**src/rtl/dl_tdm_agc_gen2.sv**
```systemverilog
// -----------------------------------------------------------------------------
// dl_tdm_agc_gen2
// Downlink TDM gain stage. Scales time-interleaved {I,Q} samples of NCH
// antenna carriers by a per-channel unsigned linear gain (unity = 2^FRAC),
// with round-half-up, saturation and a frame-aligned shadow gain update.
//
// Pipeline (fixed 4-cycle latency, input sample -> o_data):
//   S1 input register + gain mux by channel
//   S2 multiply
//   S3 round + shift
//   S4 saturate + output register
//
// Ports:
//   clk_245       datapath clock
//   asy_rst_n     asynchronous reset, active-low
//   i_fram_hd     channel-0 marker, qualified by i_data_valid
//   i_data        {I, Q} two's complement, DW bits each
//   i_data_valid  sample strobe (no back-pressure, full rate)
//   i_gain        target gains, channel k at [k*GW +: GW]
//   i_gain_upd    one-cycle request to adopt i_gain at the next frame head
//   o_fram_hd     frame head aligned with o_data
//   o_data_valid  sample strobe aligned with o_data
//   o_data        scaled {I, Q}; 0 when o_data_valid is low
//   o_ch_idx      channel of o_data; 0 when o_data_valid is low
//   o_sat         I or Q was clipped; 0 when o_data_valid is low
//   o_upd_busy    update pending (FSM in PEND)
//   o_upd_done    pulse aligned with o_fram_hd of first frame on new gains
//   o_sat_cnt     (DL_AGC_SATCNT_EN only) clipped samples in previous frame
//
// Handshake: i_gain_upd is a single-cycle request; o_upd_busy is high from
// the cycle after the request until the cycle after the applying frame head,
// and i_gain must be held stable for that whole window.
//
// Optional feature macro: DL_AGC_SATCNT_EN
// -----------------------------------------------------------------------------
module dl_tdm_agc_gen2 #(
  parameter int NCH  = 8,
  parameter int DW   = 16,
  parameter int GW   = 18,
  parameter int FRAC = GW - 2
) (
  input  logic                   clk_245,
  input  logic                   asy_rst_n,
  input  logic                   i_fram_hd,
  input  logic [2*DW-1:0]        i_data,
  input  logic                   i_data_valid,
  input  logic [NCH*GW-1:0]      i_gain,
  input  logic                   i_gain_upd,
  output logic                   o_fram_hd,
  output logic                   o_data_valid,
  output logic [2*DW-1:0]        o_data,
  output logic [$clog2(NCH)-1:0] o_ch_idx,
  output logic                   o_sat,
  output logic                   o_upd_busy,
  output logic                   o_upd_done
`ifdef DL_AGC_SATCNT_EN
  ,
  output logic [15:0]            o_sat_cnt
`endif
);

  localparam int CW = $clog2(NCH);
  localparam int PW = DW + GW + 1;
  localparam logic [GW-1:0]        UNITY = GW'(1) << FRAC;
  localparam logic signed [PW-1:0] RND   = {{(PW-FRAC){1'b0}}, 1'b1, {(FRAC-1){1'b0}}};
  localparam logic signed [PW-1:0] SMAX  = PW'({1'b0, {(DW-1){1'b1}}});
  localparam logic signed [PW-1:0] SMIN  = ~SMAX;

  typedef enum logic {ST_IDLE, ST_PEND} upd_state_e;

  upd_state_e    state_q;
  logic [GW-1:0] gain_q [NCH];
  logic [CW-1:0] cnt_q, cnt_d, ch_cur;
  logic          apply;
  logic [GW-1:0] gain_sel;

  // cnt_q holds the channel of the most recent valid sample.
  always_comb begin
    ch_cur = '0;
    if (!i_fram_hd && (cnt_q != CW'(NCH-1))) ch_cur = cnt_q + CW'(1);
    cnt_d    = i_data_valid ? ch_cur : cnt_q;
    apply    = (state_q == ST_PEND) && i_data_valid && i_fram_hd;
    // The applying frame-head sample already uses the new gain.
    gain_sel = apply ? i_gain[int'(ch_cur)*GW +: GW] : gain_q[ch_cur];
  end

  // Update FSM and active gain bank.
  always_ff @(posedge clk_245 or negedge asy_rst_n) begin
    if (!asy_rst_n) begin
      state_q <= ST_IDLE;
      for (int k = 0; k < NCH; k++) gain_q[k] <= UNITY;
    end else begin
      case (state_q)
        ST_IDLE: if (i_gain_upd) state_q <= ST_PEND;
        ST_PEND: begin
          // A request while pending is absorbed.
          if (i_data_valid && i_fram_hd) begin
            state_q <= ST_IDLE;
            for (int k = 0; k < NCH; k++) gain_q[k] <= i_gain[k*GW +: GW];
          end
        end
        default: state_q <= ST_IDLE;
      endcase
    end
  end

  assign o_upd_busy = (state_q == ST_PEND);

  // Pipeline registers.
  logic                 s1_vld_q, s1_hd_q, s1_upd_q;
  logic [CW-1:0]        s1_ch_q;
  logic signed [DW-1:0] s1_i_q, s1_q_q;
  logic [GW-1:0]        s1_gain_q;
  logic                 s2_vld_q, s2_hd_q, s2_upd_q;
  logic [CW-1:0]        s2_ch_q;
  logic signed [PW-1:0] s2_pi_q, s2_pq_q;
  logic                 s3_vld_q, s3_hd_q, s3_upd_q;
  logic [CW-1:0]        s3_ch_q;
  logic signed [PW-1:0] s3_ri_q, s3_rq_q;
  logic                 out_vld_q, out_hd_q, out_done_q, out_sat_q;
  logic [CW-1:0]        out_ch_q;
  logic [2*DW-1:0]      out_data_q;

  logic signed [PW-1:0] mul_i, mul_q, rnd_i, rnd_q;
  logic [DW:0]          sat_i, sat_q;

  // Returns {clip, value}.
  function automatic logic [DW:0] sat_fn(input logic signed [PW-1:0] x);
    logic [DW:0] r;
    if (x > SMAX)      r = {1'b1, SMAX[DW-1:0]};
    else if (x < SMIN) r = {1'b1, SMIN[DW-1:0]};
    else               r = {1'b0, x[DW-1:0]};
    return r;
  endfunction

  // Gain is zero-extended so it is always treated as non-negative.
  assign mul_i = PW'(s1_i_q) * PW'($signed({1'b0, s1_gain_q}));
  assign mul_q = PW'(s1_q_q) * PW'($signed({1'b0, s1_gain_q}));
  assign rnd_i = (s2_pi_q + RND) >>> FRAC;
  assign rnd_q = (s2_pq_q + RND) >>> FRAC;
  assign sat_i = sat_fn(s3_ri_q);
  assign sat_q = sat_fn(s3_rq_q);

  always_ff @(posedge clk_245 or negedge asy_rst_n) begin
    if (!asy_rst_n) begin
      cnt_q      <= '0;
      s1_vld_q   <= 1'b0; s1_hd_q <= 1'b0; s1_upd_q <= 1'b0; s1_ch_q <= '0;
      s1_i_q     <= '0;   s1_q_q  <= '0;   s1_gain_q <= '0;
      s2_vld_q   <= 1'b0; s2_hd_q <= 1'b0; s2_upd_q <= 1'b0; s2_ch_q <= '0;
      s2_pi_q    <= '0;   s2_pq_q <= '0;
      s3_vld_q   <= 1'b0; s3_hd_q <= 1'b0; s3_upd_q <= 1'b0; s3_ch_q <= '0;
      s3_ri_q    <= '0;   s3_rq_q <= '0;
      out_vld_q  <= 1'b0; out_hd_q <= 1'b0; out_done_q <= 1'b0; out_sat_q <= 1'b0;
      out_ch_q   <= '0;   out_data_q <= '0;
    end else begin
      cnt_q      <= cnt_d;
      // S1
      s1_vld_q   <= i_data_valid;
      s1_hd_q    <= i_data_valid & i_fram_hd;
      s1_upd_q   <= apply;
      s1_ch_q    <= ch_cur;
      s1_i_q     <= i_data[2*DW-1:DW];
      s1_q_q     <= i_data[DW-1:0];
      s1_gain_q  <= gain_sel;
      // S2
      s2_vld_q   <= s1_vld_q; s2_hd_q <= s1_hd_q; s2_upd_q <= s1_upd_q; s2_ch_q <= s1_ch_q;
      s2_pi_q    <= mul_i;    s2_pq_q <= mul_q;
      // S3
      s3_vld_q   <= s2_vld_q; s3_hd_q <= s2_hd_q; s3_upd_q <= s2_upd_q; s3_ch_q <= s2_ch_q;
      s3_ri_q    <= rnd_i;    s3_rq_q <= rnd_q;
      // S4: everything but the strobes is forced to 0 on idle cycles.
      out_vld_q  <= s3_vld_q;
      out_hd_q   <= s3_hd_q;
      out_done_q <= s3_upd_q;
      out_ch_q   <= s3_vld_q ? s3_ch_q : '0;
      out_sat_q  <= s3_vld_q & (sat_i[DW] | sat_q[DW]);
      out_data_q <= s3_vld_q ? {sat_i[DW-1:0], sat_q[DW-1:0]} : '0;
    end
  end

  assign o_fram_hd    = out_hd_q;
  assign o_data_valid = out_vld_q;
  assign o_data       = out_data_q;
  assign o_ch_idx     = out_ch_q;
  assign o_sat        = out_sat_q;
  assign o_upd_done   = out_done_q;

`ifdef DL_AGC_SATCNT_EN
  // The frame-head sample itself counts towards the new frame.
  logic [15:0] satcnt_q, satcnt_out_q;
  always_ff @(posedge clk_245 or negedge asy_rst_n) begin
    if (!asy_rst_n) begin
      satcnt_q     <= '0;
      satcnt_out_q <= '0;
    end else if (out_vld_q && out_hd_q) begin
      satcnt_out_q <= satcnt_q;
      satcnt_q     <= {15'd0, out_sat_q};
    end else if (out_vld_q && out_sat_q && (satcnt_q != 16'hFFFF)) begin
      satcnt_q     <= satcnt_q + 16'd1;
    end
  end
  assign o_sat_cnt = satcnt_out_q;
`endif

endmodule

```
**config.mk**
```make
export PLATFORM = sky130hd
export DESIGN_NAME = dl_tdm_agc_gen2
export DESIGN_NICKNAME = d
export VERILOG_FILES = /design/src/rtl/dl_tdm_agc_gen2.sv
export SDC_FILE = /design/constraint.sdc
export NUM_CORES = 2
export LEC_CHECK = 0
export ABC_AREA = 1
export BUFFER_PORTS_ARGS = -buffer_cell sky130_fd_sc_hd__buf_4
export CORE_ASPECT_RATIO = 1.75
export CORE_MARGIN = 2
export CORE_UTILIZATION = 60
export DETAILED_ROUTE_END_ITERATION = 10
export GPL_ROUTABILITY_DRIVEN = 0
export PLACE_DENSITY = 0.87
export SYNTH_ARGS = -nofsm -noshare
export SYNTH_HDL_FRONTEND = slang
export SYNTH_SLANG_ARGS = --single-unit
```
**constraint.sdc**
```tcl
create_clock -name clk_245 -period 7.31 [get_ports clk_245]
set_input_delay 0 -clock clk_245 [delete_from_list [all_inputs] [get_ports clk_245]]
set_output_delay 0 -clock clk_245 [all_outputs]
set_load 0.005 [all_outputs]
```
==> metrics.md <==
| Metric | Value |
|---|---|
| Status | complete, but fails checks |
| Failing checks | hold timing |
| DP HPWL | 68.0 mm |
| Die width | 182 µm |
| Mapped Nets | 5,003 |
| Die area | 57,300 µm² |
| Max stage delay on crit path | 670 ps |
| Pre-CTS WS | 1340 ps |
| Residual DRC count | 0 |
| Worst EP arrival | 6640 ps |
| Via count | 30,406 |
| Skew-Pair Late Insertion Delay | 660 ps |
| Util after Layout | 0.694 |
| RSZ-0062 raised after global routing | no |
| Seq/Total Area, Yosys | 0.251 |
| Drt wl/cell | 20.8 µm |
| Slowest cell on crit path | dfrtp_1 |
| GRT Util Overall | 0.386 |
| Drt first pass iters | 9 |
| Crit path max-delay family | adder cells |
| Initial antenna violation count | 23 |
| Vias in the first global route | 33,044 |
| Max_cap viols | 0 |
| CP Class | reg2reg |
| Hold Vio Cnt, Final | 34 |
| Leading register cell type out of synthesis | dfrtp_1 |
| Count of boundary I/O pins | 221 |
| Synth top area cells | fa_1, dfrtp_1, nand2_1 |
| Met2 WL | 51.6 mm |
| Critical Path Source Type | register |
| Largest net degree at the start of global routing | 166 |
| Setup Skew | 44.4 ps |
| Detailed Route WL | 107 mm |
| Clock buffer depth | 3 |
| CP max FO | 23 |
| Setup ws final | 1190 ps |
| Biggest area consumer among synthesized cells | fa_1 |
| Synthesized flop and latch total | 333 |
| Worst rel slew slack | 0.214 |
| Congestion Overflow GR | 0 |
| WHS | -31.4 ps |
| Clock Root Buffer | clkbuf_16 |
| Total CTS buffers | 31 |
| Layout cell share with drive strength beyond 1 | 0.0791 |
| RR Endpoint | s2_pi_q[23] |
| H-Tree Depth | 1 |
| Commonest non-fill, non-tap cell in the layout | nand2_1 |
| Distinct cell type count after synthesis | 45 |
| Row cnt | 114 |
| Post-Syn Area | 33,200 µm² |
| Clk pin slew, worst setup/hold paths | 90 ps |
| Fin Setup TNS | 0 ps |
| Met1 WL | 30.7 mm |
| Critical path, cell by cell | buf_4, nand2_1, fa_1, inv_1, fa_1, inv_1, fa_1, inv_1, fa_1, fa_1, inv_1, fa_1, inv_1, ha_1, nand2_1, nor2_1, inv_1, nor3_1, nand2_1, nand2_1, nand2_1, nand3_1, nand2_1 |
| Asr flop ratio synth | 1.00 |
| Tcrit/Tclk final | 0.838 |
| Reg2Reg Setup Slack | 1190 ps |
| Period minus WS final | 6120 ps |
| Worst-case reg-to-reg path depth | 23 |
| Met3 Wirelength | 11.8 mm |
| Post-Syn Area per Cell | 8.03 µm² |
| Setup crit start | s1_gain_q[7] |
| Area fraction of the dominant cell type after synthesis | 0.267 |
| Post-synth EDFFs | 0 |
| Crit end category | register |
| Initial DRC count | 3,265 |
| Global-route wire length before repair | 169 mm |
| Uppermost layer routed | met5 |
| Die Y | 315 µm |
| Port Buffers | 220 |
| Commonest cells after routing, fill and taps aside | nand2_1, inv_1, fa_1 |
| Min-delay worst type | in2async |
| Slew Viols, Final | 0 |
| Critical path depth | 23 |
| Starting Density | 0.604 |
| Routed vias/inst | 5.90 |
| Synth warn | 0 |
| Area delta synth->final | 14.9% |
| Actual slew at the worst max-slew pin | 1180 ps |
| Worst reg2reg path startpoint | s1_gain_q[7] |
| Nets | 5,288 |
| CP endpoint | s2_pi_q[23] |
| Cells after Synth | 4,130 |
| Max frequency | 163 MHz |
| Clock sinks | 333 |
| Core area | 54,900 µm² |
| CTS tree | yes |
| Post-DRT Antenna Nets | 0 |
| Worst Path Buf+Inv | 7 |
| WP data required | 7830 ps |
| Final setup fails | 0 |
-- registers in the layout (all words and copies together) (netlist names), 3 cells and up --
name	count
cnt_q	3
gain_q	144
o_ch_idx	3
o_data	32
s1_ch_q	3
s1_gain_q	18
s1_i_q	16
s1_q_q	16
s2_ch_q	3
s2_pi_q	20
s2_pq_q	20
s3_ch_q	3
s3_ri_q	19
s3_rq_q	19
-- worst reg2reg max path, stage by stage (launching register included) --
cell and delay, ps:
dfrtp_1 670, buf_4 400, nand2_1 160, fa_1 580, inv_1 50, fa_1 500
inv_1 60, fa_1 550, inv_1 50, fa_1 460, fa_1 510, inv_1 50
fa_1 480, inv_1 50, ha_1 300, nand2_1 100, nor2_1 150, inv_1 100
nor3_1 150, nand2_1 90, nand2_1 230, nand2_1 120, nand3_1 100, nand2_1 70
-- cells by family after synthesis --
logic type / Yosys count / synth area share
XOR/XNOR: 48 / 0.0129
flip-flops: 333 / 0.251
buffers and inverters: 1124 / 0.129
AND/OR/NAND/NOR: 1632 / 0.194
adder cells (fa/ha/maj): 692 / 0.361
AO/OA/AOI/OAI: 301 / 0.0515
-- cell usage after synthesis (4+ instances only) --
master and instances:
nand2_1 1313, o211ai_1 40, a21o_1 8, nand2_2 4, buf_2 31, xnor2_1 17
o21ai_0 99, nor2_1 205, nor2_4 4, a21oi_1 106, o22ai_1 10, nor3_1 12
dfrtp_1 325, o221ai_1 8, fa_1 442, clkbuf_1 127, ha_1 250, nor2_2 6
nand4_1 4, nand3_1 62, nor3_2 4, inv_2 7, a31oi_1 4, o21ai_1 17
buf_4 10, xor2_1 30, buf_1 12, inv_1 937, dfstp_2 8
-- metal layers --
layer	up-vias	track usage
li1	12665	-
met1	14208	0.374
met2	2426	0.650
met3	1097	0.118
met4	10	0.365
met5	-	0.00681
-- how the worst min path moves through the flow --
| stage | slack, ps | start | to |
|---|---|---|---|
| 6_report | -30 | asy_rst_n | gain_q[133] |
| 5_1_grt | 20 | i_data[18] | s1_i_q[2] |
| 4_1_cts | 3 | i_data[18] | s1_i_q[2] |
| 3_5_place_dp | 90 | asy_rst_n | s1_q_q[14] |
| 3_3_place_gp | 80 | asy_rst_n | s1_q_q[14] |
| 2_1_floorplan | -300 | asy_rst_n | cnt_q[0] |
-- what timing repair did --
item,CTS,global route
hold endpoints to repair,297,0
hold buffers,182,0
endpoints found under the setup margin,0,0
setup buffers,0,0
resized for setup,0,0
-- cell type report --
class	count	area (µm²)
diodes	19	47.5
flip-flops and latches	333	8340
inverters	944	3550
fillers	3654	16800
clock inverters	15	194
clock buffers	43	861
multi-input cells	2673	20600
well taps	696	871
repair buffers	432	3720
-- stage by stage --
stage,cell area (µm²),instances
floorplan,33200,4130
global placement,35200,4896
detailed placement,35200,4896
CTS,38100,5136
global route,38100,5147
finish,38100,5155
Power is left out: the tool's default activity adds up to more than one toggle a clock period on the data nets, which glitch-free logic cannot reach.
